### src/rtl/sdp_ram_pkg.sv
`default_nettype none
// ----------------------------------------------------------------------------
// | Module      : sdp_ram_pkg                                                |
// | Description : Shared default widths and word/address types for the       |
// |               simple dual-port RAM.                                      |
// | Revision    : 1.0 - initial release                                      |
// ----------------------------------------------------------------------------
package sdp_ram_pkg;

  localparam int DATA_W = 8;
  localparam int ADDR_W = 8;

  typedef logic [DATA_W-1:0] data_t;
  typedef logic [ADDR_W-1:0] addr_t;

endpackage : sdp_ram_pkg
`default_nettype wire

### src/rtl/sdp_ram_mem.sv
`default_nettype none
// ----------------------------------------------------------------------------
// | Module      : sdp_ram_mem                                                |
// | Description : Raw storage array: one synchronous write port and one      |
// |               unregistered (combinational) read port. Contents are never |
// |               cleared.                                                   |
// | Revision    : 1.0 - initial release                                      |
// ----------------------------------------------------------------------------
module sdp_ram_mem
  import sdp_ram_pkg::*;
#(
  parameter int DATA_W = sdp_ram_pkg::DATA_W,
  parameter int ADDR_W = sdp_ram_pkg::ADDR_W
) (
  input  logic              clk,
  input  logic              wr_en,
  input  logic [ADDR_W-1:0] wr_addr,
  input  logic [DATA_W-1:0] wr_data,
  input  logic [ADDR_W-1:0] rd_addr,
  output logic [DATA_W-1:0] rd_data
);

  localparam int c_DEPTH = 1 << ADDR_W;

  logic [DATA_W-1:0] r_mem [0:c_DEPTH-1];

  // Storage update; no reset so the array maps onto block RAM.
  always_ff @(posedge clk) begin
    if (wr_en) begin
      r_mem[wr_addr] <= wr_data;
    end
  end

  // Asynchronous read: the caller registers the result, which gives read-first
  // behaviour on a same-address write in the same cycle.
  assign rd_data = r_mem[rd_addr];

endmodule : sdp_ram_mem
`default_nettype wire

### src/rtl/simple_dual_port_ram.sv
`default_nettype none
// ----------------------------------------------------------------------------
// | Module      : simple_dual_port_ram                                       |
// | Description : Simple dual-port synchronous RAM. Port A writes, port B    |
// |               reads with one clock of latency. A global chip enable      |
// |               idles both ports. dout clears asynchronously on rst.       |
// |               Build option SDP_WRITE_FIRST_EN: on a same-address         |
// |               write/read collision dout returns din (write-through)      |
// |               instead of the old contents.                               |
// | Revision    : 1.0 - initial release                                      |
// ----------------------------------------------------------------------------
module simple_dual_port_ram
  import sdp_ram_pkg::*;
#(
  parameter int DATA_W = sdp_ram_pkg::DATA_W,
  parameter int ADDR_W = sdp_ram_pkg::ADDR_W
) (
  input  logic              clk,
  input  logic              ce,
  input  logic              rst,
  input  logic              we,
  input  logic              re,
  input  logic [ADDR_W-1:0] adr_a,
  input  logic [ADDR_W-1:0] adr_b,
  input  logic [DATA_W-1:0] din,
  output logic [DATA_W-1:0] dout
);

  logic              w_wr_en;
  logic              w_rd_en;
  logic [DATA_W-1:0] w_rd_data;
  logic [DATA_W-1:0] r_rd_data;

  // Port enables; writes are suppressed while reset is held.
  always_comb begin
    w_wr_en = ce & we & ~rst;
    w_rd_en = ce & re;
  end

  sdp_ram_mem #(
    .DATA_W (DATA_W),
    .ADDR_W (ADDR_W)
  ) u_mem (
    .clk     (clk),
    .wr_en   (w_wr_en),
    .wr_addr (adr_a),
    .wr_data (din),
    .rd_addr (adr_b),
    .rd_data (w_rd_data)
  );

  // Read data register: clears at once on reset, holds when the read port idles.
  always_ff @(posedge clk or posedge rst) begin
    if (rst) begin
      r_rd_data <= '0;
    end else if (w_rd_en) begin
      r_rd_data <= w_rd_data;
    end
  end

`ifdef SDP_WRITE_FIRST_EN
  logic              r_collide;
  logic [DATA_W-1:0] r_bypass;

  // Remember whether the last performed read collided with a write, and the
  // word being written; both hold with dout when the read port idles.
  always_ff @(posedge clk or posedge rst) begin
    if (rst) begin
      r_collide <= 1'b0;
      r_bypass  <= '0;
    end else if (w_rd_en) begin
      r_collide <= we & (adr_a == adr_b);
      r_bypass  <= din;
    end
  end

  // Write-through: a collided read returns the new word.
  always_comb begin
    dout = r_collide ? r_bypass : r_rd_data;
  end
`else
  // Read-first: a collided read returns the old contents.
  always_comb begin
    dout = r_rd_data;
  end
`endif

endmodule : simple_dual_port_ram
`default_nettype wire

### config.mk
export PLATFORM = sky130hd
export DESIGN_NAME = simple_dual_port_ram
export DESIGN_NICKNAME = d
export VERILOG_FILES = /design/src/rtl/sdp_ram_pkg.sv /design/src/rtl/sdp_ram_mem.sv /design/src/rtl/simple_dual_port_ram.sv
export SDC_FILE = /design/constraint.sdc
export NUM_CORES = 2
export LEC_CHECK = 0
export CAP_MARGIN = 30
export CORE_AREA = 2 2 386 388
export CTS_CLUSTER_DIAMETER = 60
export DETAILED_ROUTE_END_ITERATION = 10
export DIE_AREA = 0 0 388 390
export GPL_ROUTABILITY_DRIVEN = 1
export HOLD_SLACK_MARGIN = 0.08
export PLACE_DENSITY = 0.72
export RECOVER_POWER = 50
export SLEW_MARGIN = 20
export SYNTH_ARGS = -nofsm -noshare
export SYNTH_HDL_FRONTEND = slang
export SYNTH_SLANG_ARGS = --single-unit
### constraint.sdc
create_clock -name clk -period 3.28 [get_ports clk]
set_clock_uncertainty 0.05 [all_clocks]
set_input_delay 0.656 -clock clk [delete_from_list [all_inputs] [get_ports clk]]
set_output_delay 0.656 -clock clk [all_outputs]
set_load 0.02 [all_outputs]
Yosys cells after proc, flatten, opt, wreduce, memory -nomap -nowiden:

Memory sizes are Yosys's and may differ from the RTL's. A register that Yosys moved wholly into a read port is not among the register bits.
Index checks and enable logic that the tools add are counted.

* bitwise operators: 4
* multiplexer cells: 2

Operators with widths (number)
* AND 1 bit: 3
* two-way mux 1 bit: 2
* NOT 1 bit: 1

* RAM bits: 2048
* logic and storage cells: 7
* bits of input ports: 29
* memories: 1
* register bits: 0

Memories
* u_mem.r_mem: depth 256, bits a word 8, rd ports 1, clocked after memory_dff 1, wr ports 1, RTL line sdp_ram_mem.sv:25 `logic [DATA_W-1:0] r_mem [0:c_DEPTH-1];`

Longest topological paths before layout:

* depth in word-level cells: 4
* mapped depth: 13
* gate-level depth less buffers: 6

Hierarchy:

From an unflattened synthesis, not the netlist that was laid out.

* cell total of the unflattened synthesis: 3744
* area, all modules: 79703.9 um2

By module, submodules not included
* sdp_ram_mem: area an instance 79396.1 um2, cells each 3725, times used 1
* simple_dual_port_ram: area an instance 307.8 um2, cells each 19, times used 1

Worst setup path before layout:

No wires, ideal clock.

* path kind: input-to-reg
* from: in adr_b[0]
* to: reg r_rd_data[5], in the netlist dout[5] (read register of u_mem.r_mem)
* required time: 3100 ps
* path slack: 532 ps
* path buffers: 5
* arrival: 2568 ps
* library setup time: 130 ps
* stages: 10
* path through: buf_4 -> buf_12 -> buf_6 -> buf_4 -> buf_4 -> mux4_2 -> a22oi_1 -> a22oi_1 -> a41oi_1 -> o31ai_1

RTL lines
* start: declaration: RTL line simple_dual_port_ram.sv:24 `input logic [ADDR_W-1:0] adr_b,`
* end: declaration: RTL line simple_dual_port_ram.sv:32 `logic [DATA_W-1:0] r_rd_data;`

==> flow_summary.json <==
{
  "tightest_pin_transition_ns": 2.48,
  "cellLeakagePower_nw": 31.2,
  "avgRoutedWirePerCell_um": 31.4,
  "synth_top_cells_by_count": "2048 x sky130_fd_sc_hd__edfxtp_1, 360 x sky130_fd_sc_hd__mux2i_1, 342 x sky130_fd_sc_hd__mux4_2, 276 x sky130_fd_sc_hd__nor2_1, 128 x sky130_fd_sc_hd__o22ai_1",
  "clkSinkCount": 2056,
  "cts.reportedPaths.clkPinSlew_ns": 0.07,
  "place_hpwl_mm": 138,
  "crit-reg2reg-capture": "dout[6]$_DFFE_PP0P_",
  "netlist_area_um2": 80300,
  "synth.area.top_cells": "sky130_fd_sc_hd__edfxtp_1 77%, sky130_fd_sc_hd__mux4_2 9.6%, sky130_fd_sc_hd__mux2i_1 4.5%",
  "design.final.nets": 4689,
  "ys_seq_elements": 2056,
  "design_area_um2": 93900,
  "async_flop_share_pct": 0.389,
  "timing.hold.worst_path_depth": 1,
  "cts_resizes": 0,
  "vdd.ir_drop.worst_mv": 0.515,
  "floorplan.initialDensity_pct": 54.6,
  "die_width_um": 388,
  "synth.yosys.warnings": 0,
  "grt_util_met2_pct": 43.3,
  "timing.critical_path.fanout_max": 38,
  "slew-limit-headroom_pct": -65.5,
  "cp_top_family": "buffers and inverters",
  "worstSetupStartpointType": "primary input",
  "path_cells": "buf_8 -> buf_12 -> buf_12 -> buf_4 -> mux4_2 -> mux2_2 -> a2111oi_0 -> nor4_1 -> nand4_1 -> o211ai_1",
  "clockBufferDepth": 3,
  "postSynthCellCount": 3985,
  "hold_path_startpoint": "din[6]",
  "worstPathRequired_ns": 3.95,
  "detailroute.via_count": 43700,
  "grt-ovfl-total": 0,
  "clockRootBuffer": "sky130_fd_sc_hd__clkbuf_16",
  "h_tree_levels": 4,
  "timing.rr.start": "u_mem.r_mem[158][6]$_DFFE_PP_",
  "final_hold_fails": 0,
  "final_layout_size_suffix_gt1_share_pct": 28.5,
  "antenna_left": 0,
  "grt_max_degree": 106,
  "cell_count_final_fillers_out": 6755,
  "worst_hold_path_type": "in2reg",
  "outcome": "finished, violations left",
  "tritoncts": "yes",
  "globalRouteMet1Util_pct": 39.2,
  "clock.fmax_mhz": 339,
  "critical_path.max_stage_delay_ns": 0.80,
  "first_pass_iters": 8,
  "synth_sequential_area_ratio_pct": 76.8,
  "number_of_synthesized_flops_with_an_enable_pin": 2048,
  "cts.repair_timing.setup_buffer_count": 0,
  "mappedNetlistNets": 4014,
  "worst-setup-path-type": "in2reg",
  "crit_slowest_cell": "sky130_fd_sc_hd__a2111oi_0",
  "synth.top_cell.area_share_pct": 76.5,
  "dpl.cell_count": 6391,
  "die_height_um": 390,
  "power_per_cell_area_nw_per_um2": 584,
  "num_rows": 141,
  "route.detailed.drc": 0,
  "finalMaxSlewViolations": 670,
  "setup_viol": 0,
  "drv.max_cap_violation_count": 10,
  "drt_iter0_drc": 6101,
  "design.die.area_um2": 151000,
  "post_cts_hold_buffer_count": 0,
  "cts-buffers-inserted": 197,
  "initial_antenna_violation_count": 5,
  "place.port_buffers": 36,
  "violations_in_the_final_reports": "capacitance limit, slew limit",
  "cp.depth": 10,
  "clock_insertion_delay_worst_skew_ns": 0.85,
  "gpl.final_weighted_congestion": 0.927,
  "holdPathEnd": "u_mem.r_mem[138][6]$_DFFE_PP_",
  "io-pin-count": 37,
  "synth.distinct_cells": 58,
  "synthFlopType": "sky130_fd_sc_hd__edfxtp_1",
  "synth.largest_area_cell": "sky130_fd_sc_hd__edfxtp_1",
  "cpMostUsedCell": "sky130_fd_sc_hd__buf_12",
  "timing.critical_path.arrival_ns": 3.62,
  "wire_length_of_the_first_global_routing_pass_mm": 304,
  "post-route-min-period_ns": 2.95,
  "placement_cell_area_um2": 87700,
  "finish.utilization_pct": 63.8,
  "worstSetupEndpointType": "flip-flop",
  "total_global_routing_track_utilization_pct": 28.1,
  "cp.buffers_inverters": 4,
  "ff2ff_path_depth": 7,
  "unrepaired_setup_endpoints_after_global_routing": "false",
  "core-area_um2": 147000,
  "timing.reg2reg.setup_slack_ns": 0.41,
  "post-synth-top-count-cell": "sky130_fd_sc_hd__edfxtp_1",
  "drt-vias-per-instance": 6.47,
  "grt_most_used_layer": "met2",
  "timing.hold.ws_ns": 0.309,
  "antennaDiodeCount": 0,
  "post_route_fraction_of_the_period_consumed_by_the_critical_path_pct": 89.9,
  "postRouteWirelength_mm": 212,
  "met3_usage_pct": 6.57,
  "syn_to_final_growth_pct": 16.9,
  "vias_in_the_first_global_route": 43400,
  "avgSynthCellArea_um2": 20.2
}
-- layer usage --
layer	routed length, µm	up-vias	share of wire, %
met1	79100	22500	37
li1	-	17900	-
met3	24600	453	12
met5	27	-	0.013
met4	8870	4	4.2
met2	99200	2832	47
-- flip-flops by register name, summed over array words and instances, names as in the netlist --
name / cells
u_mem.r_mem: 2048
dout: 8
-- worst max-delay path by stage --
| stage | start | end | slack [ns] |
|---|---|---|---|
| after floorplan | adr_b[0] | dout[5]$_DFFE_PP0P_ | 0.53 |
| after global placement | adr_b[1] | dout[7]$_DFFE_PP0P_ | -0.43 |
| after detailed placement | adr_b[1] | dout[7]$_DFFE_PP0P_ | -0.40 |
| after CTS | dout[0]$_DFFE_PP0P_ | dout[0] | 0.45 |
| after global routing | din[7] | u_mem.r_mem[153][7]$_DFFE_PP_ | 0.21 |
| final | adr_b[1] | dout[7]$_DFFE_PP0P_ | 0.33 |
-- cell type report --
| cell class | count | area (µm²) |
|---|---|---|
| Inverter | 4 | 17.5 |
| Fill cell | 9744 | 53200 |
| Sequential cell | 2056 | 61700 |
| Timing Repair Buffer | 719 | 6150 |
| Clock inverter | 122 | 1330 |
| Multi-Input combinational cell | 1682 | 17100 |
| Clock buffer | 242 | 5190 |
| Tap cell | 1930 | 2410 |
-- metrics by stage --
step	power (mW)	setup TNS [ns]	setup slack [ns]
3_5_place_dp	32.5	-1.07	-0.403
4_1_cts	55.0	0	0.446
2_1_floorplan	30.9	0	0.532
3_3_place_gp	32.4	-1.04	-0.431
6_report	54.8	0	0.330
5_1_grt	56.1	0	0.205
-- placed cells by master (no fill, tap or decap), types with 4 or more instances in the layout --
| cell type | instances |
|---|---|
| sky130_fd_sc_hd__edfxtp_1 | 2048 |
| sky130_fd_sc_hd__buf_4 | 590 |
| sky130_fd_sc_hd__mux2i_1 | 360 |
| sky130_fd_sc_hd__mux4_2 | 342 |
| sky130_fd_sc_hd__nor2_1 | 275 |
| sky130_fd_sc_hd__clkbuf_16 | 201 |
| sky130_fd_sc_hd__o22ai_1 | 128 |
| sky130_fd_sc_hd__nand2_1 | 93 |
| sky130_fd_sc_hd__o221ai_1 | 67 |
| sky130_fd_sc_hd__buf_12 | 62 |
| sky130_fd_sc_hd__mux2_2 | 59 |
| sky130_fd_sc_hd__clkbuf_1 | 59 |
| sky130_fd_sc_hd__a21oi_1 | 57 |
| sky130_fd_sc_hd__a211oi_1 | 57 |
| sky130_fd_sc_hd__clkinv_1 | 40 |
| sky130_fd_sc_hd__clkinv_2 | 35 |
| sky130_fd_sc_hd__nand3_1 | 28 |
| sky130_fd_sc_hd__o21ai_0 | 27 |
| sky130_fd_sc_hd__a22oi_1 | 25 |
| sky130_fd_sc_hd__bufinv_16 | 23 |
| sky130_fd_sc_hd__clkdlybuf4s50_1 | 21 |
| sky130_fd_sc_hd__nor3_1 | 18 |
| sky130_fd_sc_hd__clkbuf_2 | 17 |
| sky130_fd_sc_hd__a2111oi_0 | 16 |
| sky130_fd_sc_hd__and2_1 | 15 |
| sky130_fd_sc_hd__a221oi_1 | 14 |
| sky130_fd_sc_hd__nand4_1 | 14 |
| sky130_fd_sc_hd__nor2b_1 | 12 |
| sky130_fd_sc_hd__o2111ai_1 | 9 |
| sky130_fd_sc_hd__clkinvlp_4 | 8 |
| sky130_fd_sc_hd__dfrtp_1 | 8 |
| sky130_fd_sc_hd__o211ai_1 | 7 |
| sky130_fd_sc_hd__o31ai_1 | 6 |
| sky130_fd_sc_hd__or3_1 | 5 |
| sky130_fd_sc_hd__nor4_1 | 4 |
| sky130_fd_sc_hd__inv_6 | 4 |
| sky130_fd_sc_hd__inv_16 | 4 |
-- worst reg2reg max path, cell delays in order (launching register included) --
cell and delay (ns):
sky130_fd_sc_hd__edfxtp_1 0.37, sky130_fd_sc_hd__mux4_2 0.48, sky130_fd_sc_hd__mux2_2 0.30, sky130_fd_sc_hd__a2111oi_0 0.81, sky130_fd_sc_hd__o31ai_1 0.31, sky130_fd_sc_hd__a41oi_1 0.23
sky130_fd_sc_hd__buf_4 0.14, sky130_fd_sc_hd__o31ai_1 0.06
-- cell families after synthesis --
logic type	after synthesis	synth area share, %
DFF	2056	76.8
buffers and inverters	247	1.92
muxes	761	14.9
AOI/OAI and AO/OA	433	3.79
and+or+nand+nor	488	2.61
-- where the power goes --
group / leakage [nW] / total [mW] / internal [mW] / switching (mW)
logic: 9.56 / 2.95 / 1.12 / 1.83
registers: 18.5 / 29.0 / 28.9 / 0.0703
clock network: 3.17 / 22.9 / 13.1 / 9.74
No activity file was read; power rests on OpenSTA's default activity.
